## config.mk

```make
export PLATFORM = sky130hd
export DESIGN_NAME = wb_arbiter_flat
export DESIGN_NICKNAME = d
export VERILOG_FILES = /design/src/rtl/wb_arbiter_pkg.sv /design/src/rtl/wb_arbiter_if.sv /design/src/rtl/wb_arbiter_fifo.sv /design/src/rtl/wb_arbiter.sv /design/src/flat_wrapper.sv
export SDC_FILE = /design/constraint.sdc
export NUM_CORES = 1
export LEC_CHECK = 0
export CAP_MARGIN = 5
export CORE_ASPECT_RATIO = 0.5
export CORE_MARGIN = 4
export CORE_UTILIZATION = 55
export DETAILED_ROUTE_END_ITERATION = 16
export GPL_TIMING_DRIVEN = 0
export PLACE_DENSITY_LB_ADDON = 0.1
export SETUP_SLACK_MARGIN = 0.02
export SYNTH_ARGS = -nofsm -noshare
export SYNTH_HDL_FRONTEND = slang
export SYNTH_HIERARCHICAL = 1
export SYNTH_SLANG_ARGS = --single-unit
```

## constraint.sdc

```tcl
create_clock -name clk -period 8.3 [get_ports clk]
set_input_delay 0.83 -clock clk [delete_from_list [all_inputs] [get_ports clk]]
set_output_delay 0.83 -clock clk [all_outputs]
set_load 0.05 [all_outputs]
```

## src/rtl/wb_arbiter_pkg.sv

```systemverilog
// Shared types and defaults for the writeback arbiter.
package wb_arbiter_pkg;

  localparam int unsigned STARVE_MAX_DEF = 4;
  localparam int unsigned B_DEPTH_DEF    = 2;

  typedef enum logic {
    ST_NORMAL  = 1'b0,
    ST_FORCE_B = 1'b1
  } arb_state_e;

  typedef struct packed {
    logic [4:0]  rd;
    logic [31:0] data;
  } b_entry_t;

  // One-hot pending bit for a destination register; x0 never counts as pending.
  function automatic logic [31:0] rd_bit(input logic [4:0] rd);
    logic [31:0] m;
    m = '0;
    if (rd != '0) m[rd] = 1'b1;
    return m;
  endfunction

endpackage

```

## src/rtl/wb_arbiter_if.sv

```systemverilog
// Request, regfile-write and bypass signals of the writeback arbiter.
interface wb_arbiter_if;
  logic        a_valid;
  logic [4:0]  a_rd;
  logic [31:0] a_data;
  logic        a_ready;
  logic        b_valid;
  logic [4:0]  b_rd;
  logic [31:0] b_data;
  logic        b_ready;
  logic        regfile_w_en;
  logic [4:0]  regfile_w_reg;
  logic [31:0] regfile_w_data;
  logic [4:0]  wb_bp_reg;
  logic [31:0] wb_bp_val;
  logic [31:0] b_pending_mask;

  modport slave (
    input  a_valid, a_rd, a_data, b_valid, b_rd, b_data,
    output a_ready, b_ready, regfile_w_en, regfile_w_reg, regfile_w_data,
           wb_bp_reg, wb_bp_val, b_pending_mask
  );

  modport master (
    output a_valid, a_rd, a_data, b_valid, b_rd, b_data,
    input  a_ready, b_ready, regfile_w_en, regfile_w_reg, regfile_w_data,
           wb_bp_reg, wb_bp_val, b_pending_mask
  );
endinterface

```

## src/rtl/wb_arbiter_fifo.sv

```systemverilog
// Shift-register FIFO for long-latency results; head always sits in slot 0.
module wb_arb_fifo
  import wb_arbiter_pkg::*;
#(
  parameter int unsigned DEPTH = B_DEPTH_DEF,
  parameter int unsigned CNT_W = $clog2(DEPTH + 1)
) (
  input  logic                  clk,
  input  logic                  rst_n,
  input  logic                  push_i,
  input  logic                  pop_i,
  input  b_entry_t              din_i,
  output b_entry_t              head_o,
  output b_entry_t [DEPTH-1:0]  next_slots_o,
  output logic [CNT_W-1:0]      count_o,
  output logic [CNT_W-1:0]      next_count_o,
  output logic                  full_o,
  output logic                  empty_o
);

  b_entry_t [DEPTH-1:0] slot_q, slot_d;
  logic [CNT_W-1:0]     count_q, count_d, wr_idx;
  logic                 push_ok, pop_ok;

  assign full_o  = (count_q == CNT_W'(DEPTH));
  assign empty_o = (count_q == '0);
  // A full FIFO refuses a push even when it pops in the same cycle.
  assign push_ok = push_i && !full_o;
  assign pop_ok  = pop_i && !empty_o;
  assign wr_idx  = count_q - CNT_W'(pop_ok);

  // Next contents: shift down on pop, then write the new entry behind the survivors.
  always_comb begin
    slot_d = slot_q;
    if (pop_ok) begin
      for (int unsigned i = 0; i + 1 < DEPTH; i++) slot_d[i] = slot_q[i+1];
    end
    if (push_ok) begin
      for (int unsigned i = 0; i < DEPTH; i++) begin
        if (wr_idx == CNT_W'(i)) slot_d[i] = din_i;
      end
    end
    count_d = count_q + CNT_W'(push_ok) - CNT_W'(pop_ok);
  end

  // Storage and occupancy registers.
  always_ff @(posedge clk) begin
    if (!rst_n) begin
      slot_q  <= '0;
      count_q <= '0;
    end else begin
      slot_q  <= slot_d;
      count_q <= count_d;
    end
  end

  assign head_o       = slot_q[0];
  assign next_slots_o = slot_d;
  assign count_o      = count_q;
  assign next_count_o = count_d;

endmodule

```

## src/rtl/wb_arbiter.sv

```systemverilog
// Single-port regfile writeback arbiter: in-order pipeline (A) vs buffered long-latency results (B).
module wb_arbiter
  import wb_arbiter_pkg::*;
#(
  parameter int unsigned STARVE_MAX = STARVE_MAX_DEF,
  parameter int unsigned B_DEPTH    = B_DEPTH_DEF
) (
  input  logic         clk,
  input  logic         rst_n,
  wb_arbiter_if.slave  bus
);

  localparam int unsigned CNT_W      = $clog2(B_DEPTH + 1);
  localparam logic [3:0]  STARVE_LIM = 4'(STARVE_MAX - 1);

  arb_state_e               state_q, state_d;
  logic [3:0]               starve_q, starve_d;
  logic                     grant_a, grant_b, a_rdy;
  b_entry_t                 head, grant_ent, b_in;
  b_entry_t [B_DEPTH-1:0]   nxt_slots;
  logic [CNT_W-1:0]         fifo_count, nxt_count;
  logic                     fifo_full, fifo_empty, fifo_push;
  logic                     w_en_q, w_en_d;
  logic [4:0]               w_reg_q, w_reg_d, bp_reg_q, bp_reg_d;
  logic [31:0]              w_data_q, w_data_d, bp_val_q, bp_val_d;
  logic [31:0]              mask_q, mask_d;

  assign b_in.rd   = bus.b_rd;
  assign b_in.data = bus.b_data;
  assign fifo_push = bus.b_valid && bus.b_ready;

  wb_arb_fifo #(.DEPTH(B_DEPTH), .CNT_W(CNT_W)) u_fifo (
    .clk          (clk),
    .rst_n        (rst_n),
    .push_i       (fifo_push),
    .pop_i        (grant_b),
    .din_i        (b_in),
    .head_o       (head),
    .next_slots_o (nxt_slots),
    .count_o      (fifo_count),
    .next_count_o (nxt_count),
    .full_o       (fifo_full),
    .empty_o      (fifo_empty)
  );

  assign bus.a_ready = a_rdy;
  assign bus.b_ready = !fifo_full && rst_n;

  // Grant selection and FSM next state; nothing is granted while in reset.
  always_comb begin
    state_d = state_q;
    a_rdy   = 1'b0;
    grant_a = 1'b0;
    grant_b = 1'b0;
    if (rst_n) begin
      unique case (state_q)
        ST_NORMAL: begin
          a_rdy = 1'b1;
          if (bus.a_valid)      grant_a = 1'b1;
          else if (!fifo_empty) grant_b = 1'b1;
          if (grant_a && !fifo_empty && starve_q == STARVE_LIM) state_d = ST_FORCE_B;
        end
        ST_FORCE_B: begin
          grant_b = !fifo_empty;
          state_d = ST_NORMAL;
        end
      endcase
    end
    starve_d = (fifo_count == '0 || grant_b) ? '0 : starve_q + 4'd1;
  end

  // Regfile write, bypass and pending-mask next values.
  always_comb begin
    grant_ent = grant_b ? head : b_entry_t'({bus.a_rd, bus.a_data});
    w_en_d    = 1'b0;
    w_reg_d   = w_reg_q;
    w_data_d  = w_data_q;
    bp_reg_d  = bp_reg_q;
    bp_val_d  = bp_val_q;
    if (grant_a || grant_b) begin
      w_reg_d  = grant_ent.rd;
      w_data_d = grant_ent.data;
      w_en_d   = (grant_ent.rd != '0);
    end
    if (w_en_d) begin
      bp_reg_d = grant_ent.rd;
      bp_val_d = grant_ent.data;
    end
    mask_d = '0;
    for (int unsigned i = 0; i < B_DEPTH; i++) begin
      if (CNT_W'(i) < nxt_count) mask_d = mask_d | rd_bit(nxt_slots[i].rd);
    end
  end

  // State, starvation counter and registered outputs.
  always_ff @(posedge clk) begin
    if (!rst_n) begin
      state_q  <= ST_NORMAL;
      starve_q <= '0;
      w_en_q   <= 1'b0;
      w_reg_q  <= '0;
      w_data_q <= '0;
      bp_reg_q <= '0;
      bp_val_q <= '0;
      mask_q   <= '0;
    end else begin
      state_q  <= state_d;
      starve_q <= starve_d;
      w_en_q   <= w_en_d;
      w_reg_q  <= w_reg_d;
      w_data_q <= w_data_d;
      bp_reg_q <= bp_reg_d;
      bp_val_q <= bp_val_d;
      mask_q   <= mask_d;
    end
  end

  assign bus.regfile_w_en   = w_en_q;
  assign bus.regfile_w_reg  = w_reg_q;
  assign bus.regfile_w_data = w_data_q;
  assign bus.wb_bp_reg      = bp_reg_q;
  assign bus.wb_bp_val      = bp_val_q;
  assign bus.b_pending_mask = mask_q;

endmodule

```

## src/flat_wrapper.sv

```systemverilog
// flat-port wrapper written by rule: the top's interface ports become plain ports
module wb_arbiter_flat import wb_arbiter_pkg::*;
#(
  parameter int unsigned STARVE_MAX = STARVE_MAX_DEF,
  parameter int unsigned B_DEPTH    = B_DEPTH_DEF
)
  (clk, rst_n, bus_a_valid, bus_a_rd, bus_a_data, bus_b_valid, bus_b_rd, bus_b_data, bus_a_ready, bus_b_ready, bus_regfile_w_en, bus_regfile_w_reg, bus_regfile_w_data, bus_wb_bp_reg, bus_wb_bp_val, bus_b_pending_mask);
  wb_arbiter_if bus_i ();
  input  logic clk;
  input  logic rst_n;
  input wire logic [$bits(bus_i.a_valid)-1:0] bus_a_valid;
  input wire logic [$bits(bus_i.a_rd)-1:0] bus_a_rd;
  input wire logic [$bits(bus_i.a_data)-1:0] bus_a_data;
  input wire logic [$bits(bus_i.b_valid)-1:0] bus_b_valid;
  input wire logic [$bits(bus_i.b_rd)-1:0] bus_b_rd;
  input wire logic [$bits(bus_i.b_data)-1:0] bus_b_data;
  output wire logic [$bits(bus_i.a_ready)-1:0] bus_a_ready;
  output wire logic [$bits(bus_i.b_ready)-1:0] bus_b_ready;
  output wire logic [$bits(bus_i.regfile_w_en)-1:0] bus_regfile_w_en;
  output wire logic [$bits(bus_i.regfile_w_reg)-1:0] bus_regfile_w_reg;
  output wire logic [$bits(bus_i.regfile_w_data)-1:0] bus_regfile_w_data;
  output wire logic [$bits(bus_i.wb_bp_reg)-1:0] bus_wb_bp_reg;
  output wire logic [$bits(bus_i.wb_bp_val)-1:0] bus_wb_bp_val;
  output wire logic [$bits(bus_i.b_pending_mask)-1:0] bus_b_pending_mask;
  assign bus_i.a_valid = bus_a_valid;
  assign bus_i.a_rd = bus_a_rd;
  assign bus_i.a_data = bus_a_data;
  assign bus_i.b_valid = bus_b_valid;
  assign bus_i.b_rd = bus_b_rd;
  assign bus_i.b_data = bus_b_data;
  assign bus_a_ready = bus_i.a_ready;
  assign bus_b_ready = bus_i.b_ready;
  assign bus_regfile_w_en = bus_i.regfile_w_en;
  assign bus_regfile_w_reg = bus_i.regfile_w_reg;
  assign bus_regfile_w_data = bus_i.regfile_w_data;
  assign bus_wb_bp_reg = bus_i.wb_bp_reg;
  assign bus_wb_bp_val = bus_i.wb_bp_val;
  assign bus_b_pending_mask = bus_i.b_pending_mask;
  wb_arbiter #(.STARVE_MAX(STARVE_MAX), .B_DEPTH(B_DEPTH)) u_core (.clk(clk), .rst_n(rst_n), .bus(bus_i));
endmodule
```

### Word-level counts from Yosys, hierarchy flattened

Index checks and enable logic that the tools add are counted.

* bits in registers: 188
* input port bits: 78
* word-level logic and storage cells: 76

* add/subtract/negate cells: 4
* order comparisons: 6
* equal/unequal tests: 3
* multiplexer cells: 28
* bitwise logic cells: 3
* reduce and logical (&&, ||, !) cells: 19

Operators by type and width (count)
* two-way mux 32 bit: 5
* two-way mux 37 bit: 4
* two-way mux 74 bit: 1
* bitwise OR 32 bit: 1
* nonzero test 5 bit: 3
* two-way mux 1 bit: 14
* < comparator 5 x 6 -> 1 bit (second input constant): 2
* demux 1 bit (select 5 bit): 2
* >= comparator 5 x 1 -> 1 bit (second input constant): 2
* logical AND 1 bit: 8
* adder 4 x 1 -> 4 bit (second input constant): 1
* == test 4 x 2 -> 1 bit (second input constant): 1
* logical NOT 2 bit: 2
* < comparator 1 x 2 -> 1 bit (first input constant): 2
* case mux 1 bit (2 select lines): 2
* subtractor 2 x 1 -> 2 bit: 2
* adder 2 x 1 -> 2 bit: 1
* == test 2 x 1 -> 1 bit (second input constant): 1
* == test 2 bit (second input constant): 1
* logical NOT 1 bit: 2
* logical OR 1 bit: 2
* inverter 1 bit: 2
* AND reduction 2 bit: 1
* OR reduction 2 bit: 1

### Longest topological paths before layout

* depth in word-level cells: 18
* depth in mapped cells: 22
* gate-level depth less buffers: 15

### Hierarchy

Netlist, hierarchy kept.

By module, submodules not included
* wb_arb_fifo: instances 1, cells an instance 474, area an instance 4669.5 sq um, seq. area each 1521.5 sq um
* wb_arbiter: instances 1, cells an instance 475, area an instance 4565.6 sq um, seq. area each 2242.2 sq um

### Least setup slack after synthesis

No wires, ideal clock.

* kind: in2reg
* start: input rst_n
* end: register u_core.mask_q[10] (netlist: u_core/bus.b_pending_mask[10])
* library setup time: 0.059 ns
* arrival: 4.278 ns
* setup slack: 3.963 ns
* cell stages on the path: 19
* cell sequence: nor2b_1 -> buf_2 -> nand2_1 -> buf_2 -> buf_2 -> inv_1 -> o21ai_1 -> buf_4 -> buf_6 -> inv_1 -> ha_1 -> nand2_1 -> clkbuf_1 -> buf_2 -> a211oi_2 -> a21oi_1 -> or3b_2 -> o22ai_1 -> and2_1

RTL lines
* start, declared: RTL line flat_wrapper.sv:10 `input logic rst_n;`
* end signal, assigned: RTL line wb_arbiter.sv:114 `mask_q <= mask_d;`
* end, declared: RTL line wb_arbiter.sv:26 `logic [31:0] mask_q, mask_d;`

==> impl_results.md <==
- Via count: 7777
- Ports: 187
- Clock root cell: clkbuf_16
- CP Launch Type: primary input
- Switching part of the total power: 0.3143
- GRT overflow: 0
- Worst EP required: 8.68 ns
- Power density over cell area: 215.1 mW/mm2
- Initial DRC count: 820
- Reg2reg setup slack: 3.05 ns
- Critical path class: in2reg
- FMAX: 181.1 MHz
- Clk Latency, worst-skew pair: 0.43 ns
- Reg-to-reg endpoint: u_core/bus.b_pending_mask[8]$_SDFF_PN0_
- Clock power share: 0.353
- FF-to-FF path depth: 20
- Status: completed
- Vias in the first global route: 7339
- Antenna-violating nets left: 0
- Pin count of the biggest net entering global routing: 18
- Peak supply drop: 0.1574 mV
- CTS max path bufs: 2
- Final setup violation count: 0
- HPWL Detailed: 19.12 mm
- Crit-path max FO: 10
- Mapped cell area: 0.008682 mm2
- Hold Crit Depth: 1
- Period minus WS final: 5.520 ns
- Worst slew margin: 0.4186
- Hold-fix buffers, CTS: 0
- CTS buffer count: 17
- Diodes inserted: 0
- RSZ-0062 raised after global routing: false
- Static leakage: 4.786 nW
- Syn_nets: 963
- Clk pin slew, worst setup/hold paths: 0.07 ns
- Cell Int Power: 1.684 mW
- Drt via density: 5.969
- Routed WL: 25.90 mm
- CTS Sinks: 188
- Die extent in x: 185.7 um
- Global Route Usage Sum: 0.2813
- Final worst path period share: 0.6651
- Row count: 32
- Hold Crit Class: reg2reg
- Initial Util: 0.5632
- Core footprint: 0.01541 mm2
- Area of the multi-input gates: 0.004192 mm2
- # Post-CTS Setup Buffers: 0
- Worst-margin pin slew: 0.8722 ns
- Placer Congestion: 0.8911
- Most common cell after layout, fill and taps aside: dfxtp_1
- Antenna violations before repair: 2
- Die Y: 96.84 um
- Most frequent cells in the layout: 188 x dfxtp_1, 186 x clkdlybuf4s50_1, 123 x nand2_1
- CTS-repair resized insts: 0
- Port bufs: 186
- Setup Skew: 0.009838 ns
- CP Capture Type: flop
- CTS H-tree lvls: 4
- Sw power: 0.7721 mW
- Wirelength per Cell: 19.87 um
- Final Hold Violating Endpoints: 0
- Layout Area Growth over Synthesis: 31.55%
- DRC: 0
- Mean post-synth cell area: 9.855 um2
- Final nets: 1168
- Placement Cell Area: 0.01080 mm2
- Launch point of the worst hold path: u_core/starve_q[3]$_SDFF_PP0_
- First-pass GRT wire length: 40.30 mm
- Max-slew violations: 0
- Post-Syn Instances: 881
- Hold EP: u_core/state_q$_SDFF_PN0_
- Layout cell share with drive strength beyond 1: 0.1674
- Synth warn: 6
- CTS tree: yes
- Arrival time of the worst setup path: 5.90 ns
- Combinational share of power: 0.236
- Final Cell Area: 0.01142 mm2
- Fillers: 1095
- Die area: 0.01798 mm2
- DRT Pass-1 Iters: 7
- R2R Path Start: u_core/u_fifo/count_o[1]$_SDFF_PN0_
- Max_cap viols: 0
- Sequential share of power: 0.411
- Reg area: 0.003764 mm2
- Setup TNS Final: 0 ns
==> through the flow <==
| step | utilization | cells | hold slack, ns | power, mW | setup slack, ns |
|---|---|---|---|---|---|
| floorplan | - | 881 | 0.4160 | 1.399 | 3.963 |
| global placement | 0.7006 | 1271 | 0.4285 | 1.587 | 2.575 |
| detailed placement | 0.7006 | 1271 | 0.4369 | 1.600 | 2.457 |
| CTS | 0.7409 | 1303 | 0.4476 | 2.460 | 2.899 |
| global route | 0.7409 | 1303 | 0.4628 | 2.541 | 2.444 |
| finish | 0.7409 | 1303 | 0.4445 | 2.456 | 2.780 |
==> worst max-delay path, cell delays in order <==
cell             delay, ns
clkdlybuf4s50_1       0.47
nor2b_1               0.16
buf_2                 0.19
nand2_1               0.18
buf_2                 0.29
buf_2                 0.28
inv_1                 0.06
o21ai_1               0.09
buf_4                 0.26
buf_6                 0.21
inv_1                 0.09
ha_1                  0.28
nand2_1               0.08
clkbuf_1              0.43
buf_2                 0.40
a211oi_2              0.10
a21oi_1               0.54
or3b_2                0.55
o22ai_1               0.22
and2_1                0.15
==> power by group through the flow <==
| stage | clock network, mW | registers [mW] | logic (mW) |
|---|---|---|---|
| 4_1_cts | 0.878 | 1.01 | 0.574 |
| 5_1_grt | 0.916 | 1.01 | 0.610 |
| 2_1_floorplan | 0 | 1.15 | 0.248 |
| 3_3_place_gp | 0 | 1.03 | 0.562 |
| 3_5_place_dp | 0 | 1.03 | 0.571 |
| 6_report | 0.868 | 1.01 | 0.580 |
==> per-layer routing <==
layer  vias to the layer above  part of all wire  GRT usage
met4                         2             0.025    0.08842
met2                       417              0.43     0.4121
met1                      3724              0.44     0.4112
li1                       3576                 -          -
met5                         -           0.00050          0
met3                        58              0.10    0.06311
==> worst max path at each step <==
stage	start	end	slack (ns)	depth (start not counted)
after global routing	rst_n	u_core/bus.b_pending_mask[8]$_SDFF_PN0_	2.44	20
after floorplan	rst_n	u_core/bus.b_pending_mask[10]$_SDFF_PN0_	3.96	19
after CTS	rst_n	u_core/bus.b_pending_mask[8]$_SDFF_PN0_	2.90	20
after global placement	rst_n	u_core/bus.b_pending_mask[10]$_SDFF_PN0_	2.57	20
final	rst_n	u_core/bus.b_pending_mask[8]$_SDFF_PN0_	2.78	20
after detailed placement	rst_n	u_core/bus.b_pending_mask[8]$_SDFF_PN0_	2.46	20
==> cell type report <==
type | count | share of cell area
clock inverters | 14 | 0.01599
inverters | 6 | 0.001972
multi-input cells | 568 | 0.3670
repair buffers | 186 | 0.1630
well taps | 204 | 0.02235
flip-flops and latches | 188 | 0.3295
clock buffers | 18 | 0.03845
plain buffers | 119 | 0.06168
No activity file was read; power rests on OpenSTA's default activity.
